`config.mk`:
```
export PLATFORM = sky130hd
export DESIGN_NAME = display_scan_ctrl
export DESIGN_NICKNAME = d
export VERILOG_FILES = /design/src/rtl/display_pkg.sv /design/src/rtl/bin2bcd_seq.sv /design/src/rtl/display_scan_ctrl.sv
export SDC_FILE = /design/constraint.sdc
export NUM_CORES = 1
export LEC_CHECK = 0
export BUFFER_PORTS_ARGS = -buffer_cell sky130_fd_sc_hd__buf_2
export CAP_MARGIN = 20
export CORE_AREA = 3 3 115 117
export CTS_CLUSTER_DIAMETER = 60
export DETAILED_ROUTE_END_ITERATION = 12
export DIE_AREA = 0 0 118 120
export PLACE_DENSITY = 0.55
export RECOVER_POWER = 25
export REMOVE_ABC_BUFFERS = 1
export SYNTH_ARGS = -nofsm -noshare
export SYNTH_HDL_FRONTEND = slang
export SYNTH_SLANG_ARGS = --single-unit
```
`constraint.sdc`:
```
create_clock -name clk -period 5.6 [get_ports clk]
set_input_delay 1.12 -clock clk [delete_from_list [all_inputs] [get_ports clk]]
set_output_delay 1.12 -clock clk [all_outputs]
set_load 0.005 [all_outputs]
```
`src/rtl/display_pkg.sv`:
```
// Shared definitions for the display scan controller and its BCD conversion
// engine: blank code, digit count, largest displayable value, FSM state type
// and the BCD nibble type.
package display_pkg;

  localparam logic [4:0] BLANK_CODE = 5'd31;
  localparam int         NUM_DIGITS = 4;
  localparam int         MAX_DISP   = 9999;

  typedef enum logic [1:0] {
    IDLE  = 2'd0,
    SHIFT = 2'd1,
    DONE  = 2'd2
  } scan_state_t;

  typedef logic [3:0] bcd_t;

endpackage

```
`src/rtl/bin2bcd_seq.sv`:
```
// Sequential binary-to-BCD converter (shift-add-3, one bit per clock).
// Ports:
//   clk, rst_n : clock, asynchronous active-low reset (control only)
//   start      : begin a conversion of bin (accepted in IDLE or DONE)
//   bin        : binary value to convert
//   busy       : conversion in progress (SHIFT or DONE)
//   done       : high for the single DONE cycle; bcd/ovf valid then
//   ovf        : converted value exceeds MAX_DISP
//   bcd        : four BCD digits, index 0 = least significant
module bin2bcd_seq
  import display_pkg::*;
#(
  parameter int VALUE_W = 14
) (
  input  logic                          clk,
  input  logic                          rst_n,
  input  logic                          start,
  input  logic [VALUE_W-1:0]            bin,
  output logic                          busy,
  output logic                          done,
  output logic                          ovf,
  output bcd_t [NUM_DIGITS-1:0]         bcd
);

  localparam int                CNT_W    = $clog2(VALUE_W + 1);
  localparam logic [CNT_W-1:0]  CNT_LAST = CNT_W'(VALUE_W - 1);
  localparam int                BCD_W    = 4 * NUM_DIGITS;

  scan_state_t        state, state_nxt;
  logic [CNT_W-1:0]   cnt;
  logic [VALUE_W-1:0] bin_sr;
  logic [BCD_W-1:0]   bcd_sr;
  logic               ovf_q;
  logic               accept;

  // Add 3 to every nibble >= 5 so the following left shift carries correctly
  // into the next decimal digit.
  function automatic logic [BCD_W-1:0] add3_adjust(input logic [BCD_W-1:0] b);
    logic [BCD_W-1:0] r;
    r = b;
    for (int i = 0; i < NUM_DIGITS; i++) begin
      if (b[4*i +: 4] >= 4'd5) r[4*i +: 4] = b[4*i +: 4] + 4'd3;
    end
    return r;
  endfunction

  assign accept = start && ((state == IDLE) || (state == DONE));

  always_ff @(posedge clk or negedge rst_n) begin
    if (!rst_n) state <= IDLE;
    else        state <= state_nxt;
  end

  always_comb begin
    state_nxt = state;
    unique case (state)
      IDLE:    if (start) state_nxt = SHIFT;
      SHIFT:   if (cnt == CNT_LAST) state_nxt = DONE;
      DONE:    state_nxt = start ? SHIFT : IDLE;
      default: state_nxt = IDLE;
    endcase
  end

  always_comb begin
    busy = (state != IDLE);
    done = (state == DONE);
  end

  // Datapath: loaded on every accepted start, so no reset is needed.
  always_ff @(posedge clk) begin
    if (accept) begin
      bin_sr <= bin;
      bcd_sr <= '0;
      cnt    <= '0;
      ovf_q  <= (32'(bin) > 32'(MAX_DISP));
    end else if (state == SHIFT) begin
      {bcd_sr, bin_sr} <= {add3_adjust(bcd_sr), bin_sr} << 1;
      cnt              <= cnt + CNT_W'(1);
    end
  end

  assign bcd = bcd_sr;
  assign ovf = ovf_q;

endmodule

```
`src/rtl/display_scan_ctrl.sv`:
```
// Binary value -> 4-digit multiplexed 7-segment feed. Converts loaded values
// to BCD, holds them in a display register that only changes atomically at
// the end of a conversion, and scans one digit per refresh slot.
// Ports:
//   clk, rst_n : clock, asynchronous active-low reset
//   value      : binary value to display
//   load       : one-cycle strobe sampling value (queued 1-deep if busy)
//   digit_code : digit 0-9 for the shared decoder, or BLANK_CODE
//   anode_n    : active-low digit enable, bit0 = rightmost digit
//   busy       : conversion in progress
//   ovf        : last converted value exceeded 9999 (display blanked)
module display_scan_ctrl
  import display_pkg::*;
#(
  parameter int VALUE_W     = 14,
  parameter int REFRESH_DIV = 100000,
  parameter int BLANK_LZ    = 1
) (
  input  logic               clk,
  input  logic               rst_n,
  input  logic [VALUE_W-1:0] value,
  input  logic               load,
  output logic [4:0]         digit_code,
  output logic [3:0]         anode_n,
  output logic               busy,
  output logic               ovf
);

  localparam int               DIV_W    = (REFRESH_DIV > 1) ? $clog2(REFRESH_DIV) : 1;
  localparam logic [DIV_W-1:0] DIV_LAST = DIV_W'(REFRESH_DIV - 1);

  logic                     conv_start, conv_busy, conv_done, conv_ovf;
  logic [VALUE_W-1:0]       conv_bin;
  bcd_t [NUM_DIGITS-1:0]    conv_bcd;

  logic                     pend_vld;
  logic [VALUE_W-1:0]       pend_val;
  logic                     pend_wr;

  logic [NUM_DIGITS-1:0][4:0] disp_q, disp_nxt;
  logic [DIV_W-1:0]           div_q, div_nxt;
  logic [1:0]                 slot_q, slot_nxt;
  logic [4:0]                 code_sel, code_nxt;
  logic [3:0]                 anode_nxt;
  logic                       slot_blank;

  // True for slots above 0 whose digit and every more significant digit are 0.
  function automatic logic lz_blank(input logic [NUM_DIGITS-1:0][4:0] c,
                                    input logic [1:0] s);
    logic z;
    z = (s != 2'd0);
    for (int i = 0; i < NUM_DIGITS; i++) begin
      if ((2'(i) >= s) && (c[i] != 5'd0)) z = 1'b0;
    end
    return z;
  endfunction

  // A load in the DONE cycle is newer than anything pending, so it wins and
  // starts directly; otherwise the pending value restarts the engine at DONE.
  assign conv_start = (load && (!conv_busy || conv_done)) || (conv_done && pend_vld);
  assign conv_bin   = load ? value : pend_val;
  assign pend_wr    = load && conv_busy && !conv_done;

  bin2bcd_seq #(
    .VALUE_W (VALUE_W)
  ) u_bin2bcd (
    .clk   (clk),
    .rst_n (rst_n),
    .start (conv_start),
    .bin   (conv_bin),
    .busy  (conv_busy),
    .done  (conv_done),
    .ovf   (conv_ovf),
    .bcd   (conv_bcd)
  );

  always_ff @(posedge clk or negedge rst_n) begin
    if (!rst_n)         pend_vld <= 1'b0;
    else if (pend_wr)   pend_vld <= 1'b1;
    else if (conv_done) pend_vld <= 1'b0;
  end

  always_ff @(posedge clk) begin
    if (pend_wr) pend_val <= value;
  end

  always_comb begin
    disp_nxt = disp_q;
    if (conv_done) begin
      for (int i = 0; i < NUM_DIGITS; i++) begin
        disp_nxt[i] = conv_ovf ? BLANK_CODE : {1'b0, conv_bcd[i]};
      end
    end
    div_nxt  = (div_q == DIV_LAST) ? '0 : div_q + DIV_W'(1);
    slot_nxt = (div_q == DIV_LAST) ? slot_q + 2'd1 : slot_q;
  end

  // Outputs are registered from next-state values so a freshly written
  // display appears on the very edge that writes it.
  always_comb begin
    code_sel   = disp_nxt[slot_nxt];
    slot_blank = (code_sel == BLANK_CODE) ||
                 ((BLANK_LZ != 0) && lz_blank(disp_nxt, slot_nxt));
    anode_nxt  = slot_blank ? 4'b1111 : ~(4'b0001 << slot_nxt);
    code_nxt   = slot_blank ? BLANK_CODE : code_sel;
  end

  always_ff @(posedge clk or negedge rst_n) begin
    if (!rst_n) begin
      disp_q     <= '0;
      div_q      <= '0;
      slot_q     <= 2'd0;
      digit_code <= 5'd0;
      anode_n    <= 4'b1110;
      ovf        <= 1'b0;
    end else begin
      disp_q     <= disp_nxt;
      div_q      <= div_nxt;
      slot_q     <= slot_nxt;
      digit_code <= code_nxt;
      anode_n    <= anode_nxt;
      if (conv_done) ovf <= conv_ovf;
    end
  end

  assign busy = conv_busy;

endmodule
```
---- Word-level counts from Yosys, hierarchy flattened ----
Index checks and enable logic that the tools add are counted.
storage, ports and cells
  register bits ........................... 101
  memories kept ........................... 0
  bits in read-only memories .............. 0
  bits in writable memories ............... 0
  word-level logic and storage cells ...... 95
  bits of input ports ..................... 17
  bits in latches ......................... 0
cells by class
  div/mod/pow operators ................... 0
  shifts and indexed selects .............. 1
  reduce and logical (&&, ||, !) cells .... 25
  multiply operators ...................... 0
  bitwise operators ....................... 1
  equal/unequal tests ..................... 7
  $lt $le $gt $ge ......................... 10
  muxes and demuxes ....................... 28
  add/subtract/negate cells ............... 7
operators with widths
  cell                   number
  $mux 14                3
  $mux 5                 6
  $mux 20                1
  $reduce_bool 5->1      4
  $add 17x1->17 const B  1
  $eq 17x17->1 const B   1
  $mux 17                1
  $ge 4x3->1 const B     4
  $mux 4                 4
  $gt 14x14->1 const B   1
  $add 4x2->4 const B    3
  $bmux 5 s2             1
  $logic_and 1x1->1      9
  $reduce_bool 2->1      4
  $mux 1                 7
  $mux 2                 3
  $pmux 2 s3             1
  $eq 5x5->1 const B     1
  $add 4x1->4 const B    1
  $eq 4x4->1 const B     1
  $ge 1x2->1 const A     2
  $ge 2x2->1 const A     2
  $logic_or 1x1->1       4
  $ne 2x1->1 const B     2
  other kinds (11)       12

---- Logic depth before layout (Yosys ltp) ----
Gate-level depths: netlist of the first run.
  depth after elaboration ................. 10
  depth in mapped cells ................... 9

---- Hierarchy ----
Synthesis of the first run repeated with hierarchy kept, for this count alone.
unflattened totals
  cell total of the unflattened synthesis .. 416
  area, all modules ....................... 4843.4 µm²
modules (own cells, without submodules)
  module             times used  cells an instance  area each (µm²)  sequential area each (µm²)
  display_scan_ctrl  1           264                3083.0           1675.4
  bin2bcd_seq        1           152                1760.4           900.9

---- Worst setup path after synthesis of the first run ----
No wires, ideal clock.
  path kind ............................... input to register
  start ................................... in load
  end ..................................... reg u_bin2bcd.bin_sr[0], enable pin
  data required time ...................... 5.239 ns
  path slack .............................. 2.710 ns
  setup time .............................. 0.361 ns
  buffers on the path ..................... 3
  stages on the path ...................... 6
  data arrival time ....................... 2.529 ns
  cell sequence ........................... clkbuf_1 a21oi_1 or2_2 clkbuf_1 clkbuf_1 nand2_1
between the ends
  longest elaborated chain between the ends .. 4
RTL lines
  what                                line                     RTL
  from (decl)                         display_scan_ctrl.sv:22  input logic load,
  $logic_and 1x1->1                   display_scan_ctrl.sv:60  assign conv_start = (load && (!conv_busy || conv_done)) || (conv_done && pend_vld);
  $logic_or 1x1->1                    display_scan_ctrl.sv:60
  $logic_and 1x1->1                   bin2bcd_seq.sv:47        assign accept = start && ((state == IDLE) || (state == DONE));
  $reduce_bool 2->1 (no source line)  n/a
  to (signal assigned)                bin2bcd_seq.sv:72        bin_sr <= bin;
  to (signal assigned)                bin2bcd_seq.sv:77        {bcd_sr, bin_sr} <= {add3_adjust(bcd_sr), bin_sr} << 1;
  to (decl)                           bin2bcd_seq.sv:31        logic [VALUE_W-1:0] bin_sr;
No other way between the ends.
A chain may end at the register's enable or synchronous reset.

==> impl_metrics.tcl, run 1 <==
set metrics [dict create \
    dieHeight_um 120 \
    hpwl_um 6940 \
    path_delay_family "buffers and inverters" \
    synth_compound_area_share_pct 12.3 \
    postSynthCellCount 488 \
    antenna_found_initial 0 \
    grt_pass1_vias 3372 \
    crit_path_top_delay_cell "clkbuf_1" \
    rsz0062_at_grt "no" \
    final_hold_viol_count 0 \
    worst_ep_required_time_ns 5.47 \
    hp-class "flip-flop to flip-flop" \
    ys_seq_elements 101 \
    outcome "finished with violations" \
    core_area_um2 12500 \
    instances_no_fill 682 \
    syn_avg_cell_area_um2 10.1 \
    slew_headroom_pct -84.0 \
    crit_path_end_kind "asynchronous set/reset pin" \
    crit_path_max_fanout 52 \
    yosysTopAreaCellShare_pct 24.9 \
    ant_nets 0 \
    fp.dieW_um 118 \
    vias 3551 \
    power_switching_share_pct 34.4 \
    cts_setup_buffers 0 \
    critPathLaunch "rst_n" \
    highest_layer "met4" \
    grtUsageTotal_pct 14.8 \
    min_from "u_bin2bcd.bin_sr[13]$_DFFE_PP_" \
    route.detailed.drc 0 \
    vias_per_cell 5.21 \
    synth_top_family_by_area "simple AND/OR/NAND/NOR gates" \
    tightest_slew_ns 2.76 \
    grt_start_max_net_pins 53 \
    power_uw 2390 \
    gp_congestion 0.886 \
    critPathMaxStageDelay_ns 1.94 \
    slew_viol_final 53 \
    cts_tree "built" \
    fin_skew_ns 0.0113 \
    setup_violations 0 \
    synth-main-ff-cell "dfrtp_1" \
    diodes 0 \
    synth-xor-area-share_pct 3.91 \
    setup-tns-final_ns 0 \
    synth_adder_area_share_pct 3.00 \
    syn-cell-area_um2 4930 \
    regArea_um2 2580 \
    pwr-share-clk_pct 25.4 \
    portBuffers 27 \
    wl_met1_um 4740 \
    r2r_start "div_q[12]$_DFF_PN0_" \
    ys_warn_count 0 \
    multi_input_area_um2 2150 \
    htreeDepth 3 \
    crit_buf_inv 2 \
    wl_met3_um 420 \
    ios 28 \
    finalNetCount 533 \
    fmax_ghz 0.302 \
    p_switching_uw 823 \
    start_util_pct 39.5 \
    avgRoutedWirePerCell_um 14.4 \
    numCtsBuffers 9 \
    die_area_um2 14200 \
    synth.distinct_cells 54 \
    clk_pin_slew_ns 0.07 \
    clk_latency_ns 0.35 \
    seqPwrFrac_pct 47.9 \
    drive_above_1_share_pct 10.8 \
    route.met2.wl_um 4460 \
    clk_path_buf_depth 2 \
    wl_um 9850 \
    violations "capacitance limit, slew limit" \
    async_flop_share_pct 51.5 \
    syn2layout_area_growth_pct 11.3 \
    critPathLaunchType "input port" \
    synth_area_leader_cell "dfrtp_1" \
    path_cells "buf_2 -> clkbuf_1" \
    synthMuxAreaShare_pct 6.45 \
    grt_pass1_wl_um 16800 \
    row_count 41 \
    grt.overflow.total 0 \
    clock-root-buffer "clkbuf_16" \
    yosysSeqAreaShare_pct 52.3 \
    synth-edff-count 29 \
    drt_iter0_drc 156 \
    crit_type "input port to asynchronous set/reset pin" \
    dp.cells 665 \
    cts_num_sinks 101 \
    cts_resized 0 \
    p_int_uw 1570 \
    utilization_pct 44.0 \
    pwr-share-comb_pct 26.8 \
    cellPowerDensity_nw_per_um2 436 \
    min_period_ns 3.31 \
    p_leak_uw 0.00227 \
    arrival_ns 3.18 \
    drt-pass1-iter-count 4 \
    yosysMostFrequentCell "dfrtp_1" \
    whs_ns 0.441 \
    cts_hold_buf 0 \
    drv_cap 1 \
    synth_commonest_cells "dfrtp_1 (49), nand2_1 (45), o21ai_0 (41), nor2_1 (40), inv_1 (30)" \
    peakVddDrop_mv 0.182 \
    synth.area.top_cells "dfrtp_1 (25%), edfxtp_1 (18%), dfxtp_1 (8.1%)" \
    synthSimpleGateAreaFrac_pct 17.9 \
    nFillCells 1189 \
    period_share_pct 59.0 \
]
cell usage in the layout (no fill, tap or decap), drive strengths merged, types with 2 or more instances in the layout:
master,instances
a2111oi,4
a211oi,4
a21oi,21
and2,4
and3,3
buf,16
clkbuf,22
clkinv,2
dfrtp,49
dfstp,3
dfxtp,20
edfxtp,29
ha,11
inv,35
mux2,6
mux2i,25
nand2,45
nand2b,8
nand3,27
nand4,3
nand4bb,2
nor2,40
nor2b,4
nor3,6
nor3b,2
nor4,8
o211ai,16
o21a,3
o21ai,41
o31ai,2
or2,2
or4,2
or4b,8
xnor2,14
xor2,8
flip-flops by register name, indices dropped and copies added (netlist names):
| name | cells |
|---|---|
| disp_q | 20 |
| div_q | 17 |
| u_bin2bcd.bcd | 16 |
| pend_val | 14 |
| u_bin2bcd.bin_sr | 14 |
| digit_code | 5 |
| anode_n | 4 |
| u_bin2bcd.cnt | 4 |
| slot_q | 2 |
| u_bin2bcd.state | 2 |
| ovf | 1 |
| pend_vld | 1 |
| u_bin2bcd.ovf | 1 |
power by group through the flow:
stage	logic (uW)	clock network [uW]	registers, uW
after global placement	635	0	1150
after CTS	651	628	1150
final	640	607	1140
after detailed placement	650	0	1160
after global routing	742	659	1180
after floorplan	484	0	1110
worst paths after layout:
kind | to | slack (ns) | cells after the start
max | disp_q[2]$_DFF_PN0_ | 2.29 | 2
min in group asynchronous | disp_q[19]$_DFF_PN0_ | 1.73 | 2
min reg2reg | u_bin2bcd.bcd[0]$_SDFFE_PP0P_ | 0.44 | 2
max reg2reg | anode_n[2]$_DFF_PN1_ | 2.36 | 6
min | u_bin2bcd.bcd[0]$_SDFFE_PP0P_ | 0.44 | 2
max in group clk | anode_n[2]$_DFF_PN1_ | 2.36 | 6
metrics by stage:
stage | cell area, um^2 | setup slack, ns
finish | 5480 | 2.29
global route | 5480 | 1.57
CTS | 5490 | 2.30
detailed placement | 5200 | 2.32
global placement | 5200 | 2.44
floorplan | 4840 | 2.45
layer usage:
metal | track usage [%] | up-vias
met2 | 23.3 | 63
met5 | 0 | -
met1 | 19.4 | 1705
met3 | 4.24 | 16
met4 | 5.93 | 0
li1 | - | 1767
cells by family after synthesis:
logic type | after synthesis
multiplexers | 31
buffers and inverters | 54
AO/OA/AOI/OAI | 100
flip-flops | 101
XOR/XNOR | 22
AND/OR/NAND/NOR | 168
adder cells (fa/ha/maj) | 12
cell type report:
type | count | share of cell area (%)
inverters | 31 | 2.12
clock buffers | 9 | 4.11
clock inverters | 7 | 1.14
flip-flops and latches | 101 | 47.0
repair buffers | 29 | 2.53
well taps | 172 | 3.93
multi-input cells | 333 | 39.2
Power figures use the tool's default switching activity.
==> run 2: changes to the inputs <==
Clock period 5.6 ns to 3.3 ns, I/O delays scaled along.
==> run 2 against run 1 <==
Effect of this change:
- the run now ends clean
- global-route usage rose by 0.36 points
- core utilization up 0.54 points
- die area stayed put
- critical endpoint is now anode_n[2]$_DFF_PN1_
- non-clock buffer count grew 7
- register-to-register slack worse by 1.9 ns
- largest cell class unchanged
==> impl_metrics.tcl, run 2 (synthesized netlist as in run 1, its figures left out) <==
set metrics [dict create \
    outcome "complete, no violations" \
    ios 28 \
    numCtsBuffers 9 \
    cts_tree "built" \
    drive_above_1_share_pct 11.6 \
    setup_violations 0 \
    dp_slack_ns 0.526 \
    fp.dieW_um 118 \
    top_register "disp_q" \
    utilization_pct 44.5 \
    grt.overflow.total 0 \
    start_util_pct 39.5 \
    cts_resized 0 \
    grt_pass1_vias 3505 \
    portBuffers 27 \
    route.detailed.drc 0 \
    worst_ep_required_time_ns 3.56 \
    cts_num_sinks 101 \
    rsz0062_at_grt "no" \
    instances_no_fill 689 \
    die_area_um2 14200 \
    crit_type "flip-flop to flip-flop" \
    peakVddDrop_mv 0.341 \
    min_period_ns 2.81 \
    drv_cap 0 \
    dieHeight_um 120 \
    grt_start_max_net_pins 30 \
    dp.cells 673 \
    cts_setup_buffers 0 \
    crit_path_max_fanout 6 \
    arrival_ns 3.07 \
    clk_path_buf_depth 2 \
    wl_met1_um 4830 \
    vias 3611 \
    worst_slack_ns 0.488 \
    drt-pass1-iter-count 5 \
    clk_latency_ns 0.36 \
    route.met2.wl_um 4720 \
    cellPowerDensity_nw_per_um2 751 \
    ant_nets 0 \
    grtUsageTotal_pct 15.2 \
    clk_pin_slew_ns 0.07 \
    cts_hold_buf 0 \
    core_area_um2 12500 \
    clock-root-buffer "clkbuf_16" \
    finalNetCount 540 \
    avgRoutedWirePerCell_um 14.5 \
    fin_skew_ns 0.0121 \
    diodes 0 \
    final_hold_viol_count 0 \
    wl_met3_um 362 \
    syn2layout_area_growth_pct 12.6 \
    vias_per_cell 5.24 \
    highest_layer "met4" \
    largest_register_ffs 20 \
    crit_path_top_delay_cell "or4b_4" \
    fmax_ghz 0.356 \
    critPathLaunchType "flip-flop" \
    slew_headroom_pct 6.07 \
    setup-tns-final_ns 0 \
    gp_congestion 0.840 \
    slew_viol_final 0 \
    crit_path_end_kind "flip-flop" \
    wl_um 10000 \
    final_common_cell "dfrtp_1" \
    antenna_found_initial 0 \
    path_cells "or4b_4 -> nor4_2 -> buf_4 -> mux2_2 -> o211a_1 -> or4_4 -> o221ai_1" \
    row_count 41 \
    hp-class "flip-flop to flip-flop" \
    period_share_pct 85.2 \
    drt_iter0_drc 194 \
    grt_pass1_wl_um 17300 \
    p_leak_uw 0.00232 \
    hpwl_um 7080 \
    critPathMaxStageDelay_ns 0.59 \
    htreeDepth 3 \
    final_cell_mix "dfrtp_1 (49), nand2_1 (45), o21ai_0 (41)" \
    tightest_slew_ns 1.41 \
    whs_ns 0.468 \
]
==> run 2: changes by cell type in the layout (fill, tap and decap cells not counted), sizes merged <==
cell      previous run  this run
clkbuf              22        24
buf                 16        21
clkinvlp             1         0
bufinv               0         1
==> run 2: final cells by class <==
| class | instances | area, um^2 |
|---|---|---|
| tap | 172 | 215 |
| clock buffer | 9 | 225 |
| multi-input combinational | 333 | 2150 |
| clock inverter | 7 | 87.6 |
| fill | 1211 | 6920 |
| inverter | 31 | 116 |
| timing repair buffer | 36 | 181 |
| sequential | 101 | 2580 |
==> run 2: critical path, delay by kind of cell, from the launching register on <==
family,cells,cell delay (ns)
multiplexers,1,0.35
AND/OR/NAND/NOR,3,1.38
AO/OA/AOI/OAI,2,0.37
flip-flops,1,0.42
buffers and inverters,1,0.20
==> run 2: metal layers <==
metal | up-vias | global-route usage [%]
met1 | 1769 | 20.2
met5 | - | 0
met3 | 6 | 4.38
met2 | 56 | 23.8
met4 | 0 | 5.20
li1 | 1780 | -
==> run 2: worst paths after layout <==
| path | cells after the start | slack (ns) | from | to |
|---|---|---|---|---|
| worst max-delay path | 7 | 0.49 | div_q[13]$_DFF_PN0_ | anode_n[2]$_DFF_PN1_ |
| worst min-delay path | 2 | 0.47 | u_bin2bcd.bin_sr[13]$_DFFE_PP_ | u_bin2bcd.bcd[0]$_SDFFE_PP0P_ |
| worst max register to register | 7 | 0.49 | div_q[13]$_DFF_PN0_ | anode_n[2]$_DFF_PN1_ |
| worst min register to register | 2 | 0.47 | u_bin2bcd.bin_sr[13]$_DFFE_PP_ | u_bin2bcd.bcd[0]$_SDFFE_PP0P_ |
| max in group asynchronous | 2 | 0.75 | rst_n | div_q[12]$_DFF_PN0_ |
| min in group asynchronous | 1 | 0.61 | rst_n | ovf$_DFFE_PN0P_ |
==> run 2: through the flow <==
step	power, uW	area [um^2]
floorplan	2710	4840
global placement	3050	5260
detailed placement	3090	5260
CTS	4240	5570
global route	4500	5550
finish	4170	5550
==> run 2: power by group <==
| part | internal (uW) | switching, uW | leakage (uW) | total (uW) |
|---|---|---|---|---|
| Combinational | 455 | 666 | 0.00102 | 1120 |
| Clock | 606 | 505 | 0.000155 | 1110 |
| Sequential | 1700 | 238 | 0.00114 | 1930 |
| Total | 2760 | 1410 | 0.00232 | 4170 |
==> run 3: changes to the inputs <==
Settings changed: CELL_PAD_IN_SITES_DETAIL_PLACEMENT set to 0, CELL_PAD_IN_SITES_GLOBAL_PLACEMENT set to 1, PLACE_DENSITY 0.55 to 0.66.
==> run 3 against run 2 <==
Effect of this change:
- clock skew hardly changed
- die area stayed put
- non-clock buffer count is 3 higher
- cell area is 0.23% higher
- via count is 0.58% lower
- largest cell class unchanged
- highest routed layer unchanged
==> impl_metrics.tcl, run 3 (synthesized netlist as in run 1, its figures left out) <==
set metrics [dict create \
    outcome "complete, no violations" \
    clk_pin_slew_ns 0.07 \
    p_leak_uw 0.00233 \
    diodes 0 \
    fin_skew_ns 0.0120 \
    antenna_found_initial 0 \
    cts_setup_buffers 0 \
    row_count 41 \
    tightest_slew_ns 1.38 \
    crit_type "flip-flop to flip-flop" \
    whs_endpoint "u_bin2bcd.bcd[0]$_SDFFE_PP0P_" \
    hp-class "flip-flop to flip-flop" \
    drv_cap 0 \
    slew_headroom_pct 7.94 \
    cts_tree "built" \
    die_area_um2 14200 \
    grt_pass1_vias 3613 \
    min_period_ns 2.82 \
    fp.dieW_um 118 \
    hpwl_um 7430 \
    avgRoutedWirePerCell_um 15.1 \
    multi_input_area_um2 2150 \
    finalNetCount 543 \
    wl_um 10500 \
    vias 3590 \
    numCtsBuffers 9 \
    dieHeight_um 120 \
    peakVddDrop_mv 0.384 \
    arrival_ns 3.08 \
    ios 28 \
    clk_latency_ns 0.35 \
    regArea_um2 2580 \
    critPathLaunchType "flip-flop" \
    reg2reg_depth 6 \
    utilization_pct 44.6 \
    r2r_start "div_q[13]$_DFF_PN0_" \
    drt_iter0_drc 248 \
    final_cell_mix "dfrtp_1 (49), nand2_1 (45), o21ai_0 (41)" \
    drive_above_1_share_pct 12.7 \
    start_util_pct 39.5 \
    final_hold_viol_count 0 \
    cts_num_sinks 101 \
    core_area_um2 12500 \
    hold_path_depth 2 \
    dp_slack_ns 0.467 \
    slew_viol_final 0 \
    cts_resized 0 \
    drt-pass1-iter-count 4 \
    r2r_slack_ns 0.48 \
    cellPowerDensity_nw_per_um2 747 \
    clk_path_buf_depth 2 \
    syn2layout_area_growth_pct 12.9 \
    htreeDepth 3 \
    top_register "disp_q" \
    final_common_cell "dfrtp_1" \
    largest_register_ffs 20 \
    period_share_pct 85.5 \
    cts_hold_buf 0 \
    setup-tns-final_ns 0 \
    min_from "u_bin2bcd.bin_sr[13]$_DFFE_PP_" \
    power_uw 4160 \
    ant_nets 0 \
    crit_path_end_kind "flip-flop" \
    setup_violations 0 \
    portBuffers 27 \
    rsz0062_at_grt "no" \
    crit_path_max_fanout 4 \
    grt_pass1_wl_um 17900 \
    vias_per_cell 5.19 \
    route.detailed.drc 0 \
    critPathLaunch "div_q[13]$_DFF_PN0_" \
    timing.rr.end "anode_n[2]$_DFF_PN1_" \
    worst_ep_required_time_ns 3.56 \
    whs_ns 0.475 \
    fmax_ghz 0.354 \
    grt_start_max_net_pins 28 \
    nFillCells 1199 \
    clock-root-buffer "clkbuf_16" \
    worst_slack_ns 0.478 \
    gp_congestion 0.801 \
    grtUsageTotal_pct 15.8 \
    grt.overflow.total 0 \
]
run 3: where the power goes:
part           internal (uW)  switching (uW)  leakage, uW
clock                    594             470     0.000140
sequential              1700             226      0.00114
combinational            478             692      0.00105
total                   2770            1390      0.00233
run 3: worst max-delay path by stage:
| stage | end | slack (ns) | depth (start not counted) |
|---|---|---|---|
| 4_1_cts | anode_n[2]$_DFF_PN1_ | 0.46 | 6 |
| 3_5_place_dp | anode_n[2]$_DFF_PN1_ | 0.47 | 6 |
| 6_report | anode_n[2]$_DFF_PN1_ | 0.48 | 6 |
| 3_3_place_gp | anode_n[2]$_DFF_PN1_ | 0.56 | 6 |
| 2_1_floorplan | anode_n[2]$_DFF_PN1_ | 0.15 | 6 |
| 5_1_grt | anode_n[2]$_DFF_PN1_ | 0.34 | 6 |
run 3: metrics by stage:
step | cell area, um^2 | std cells
3_3_place_gp | 5280 | 676
2_1_floorplan | 4840 | 465
4_1_cts | 5580 | 692
6_report | 5560 | 692
3_5_place_dp | 5280 | 676
5_1_grt | 5560 | 692
run 3: metal layers:
layer	global-route usage [%]	vias to the layer above	part of all wire [%]
li1	-	1786	-
met4	3.96	0	0.66
met1	20.8	1736	48
met3	4.76	6	3.8
met5	0	-	0
met2	25.7	62	47
run 3: cell type report:
type | count | area share [%]
clock buffers | 10 | 4.12
clock inverters | 6 | 1.24
inverters | 31 | 2.09
multi-input cells | 333 | 38.6
flip-flops and latches | 101 | 46.3
well taps | 172 | 3.87
repair buffers | 39 | 3.76
run 3: worst max-delay path: stages (launching register included):
cell	delay (ns)
dfrtp_1	0.42
or4b_4	0.59
nor4_2	0.43
mux2_2	0.39
o211a_1	0.14
or4_4	0.56
o221ai_1	0.20
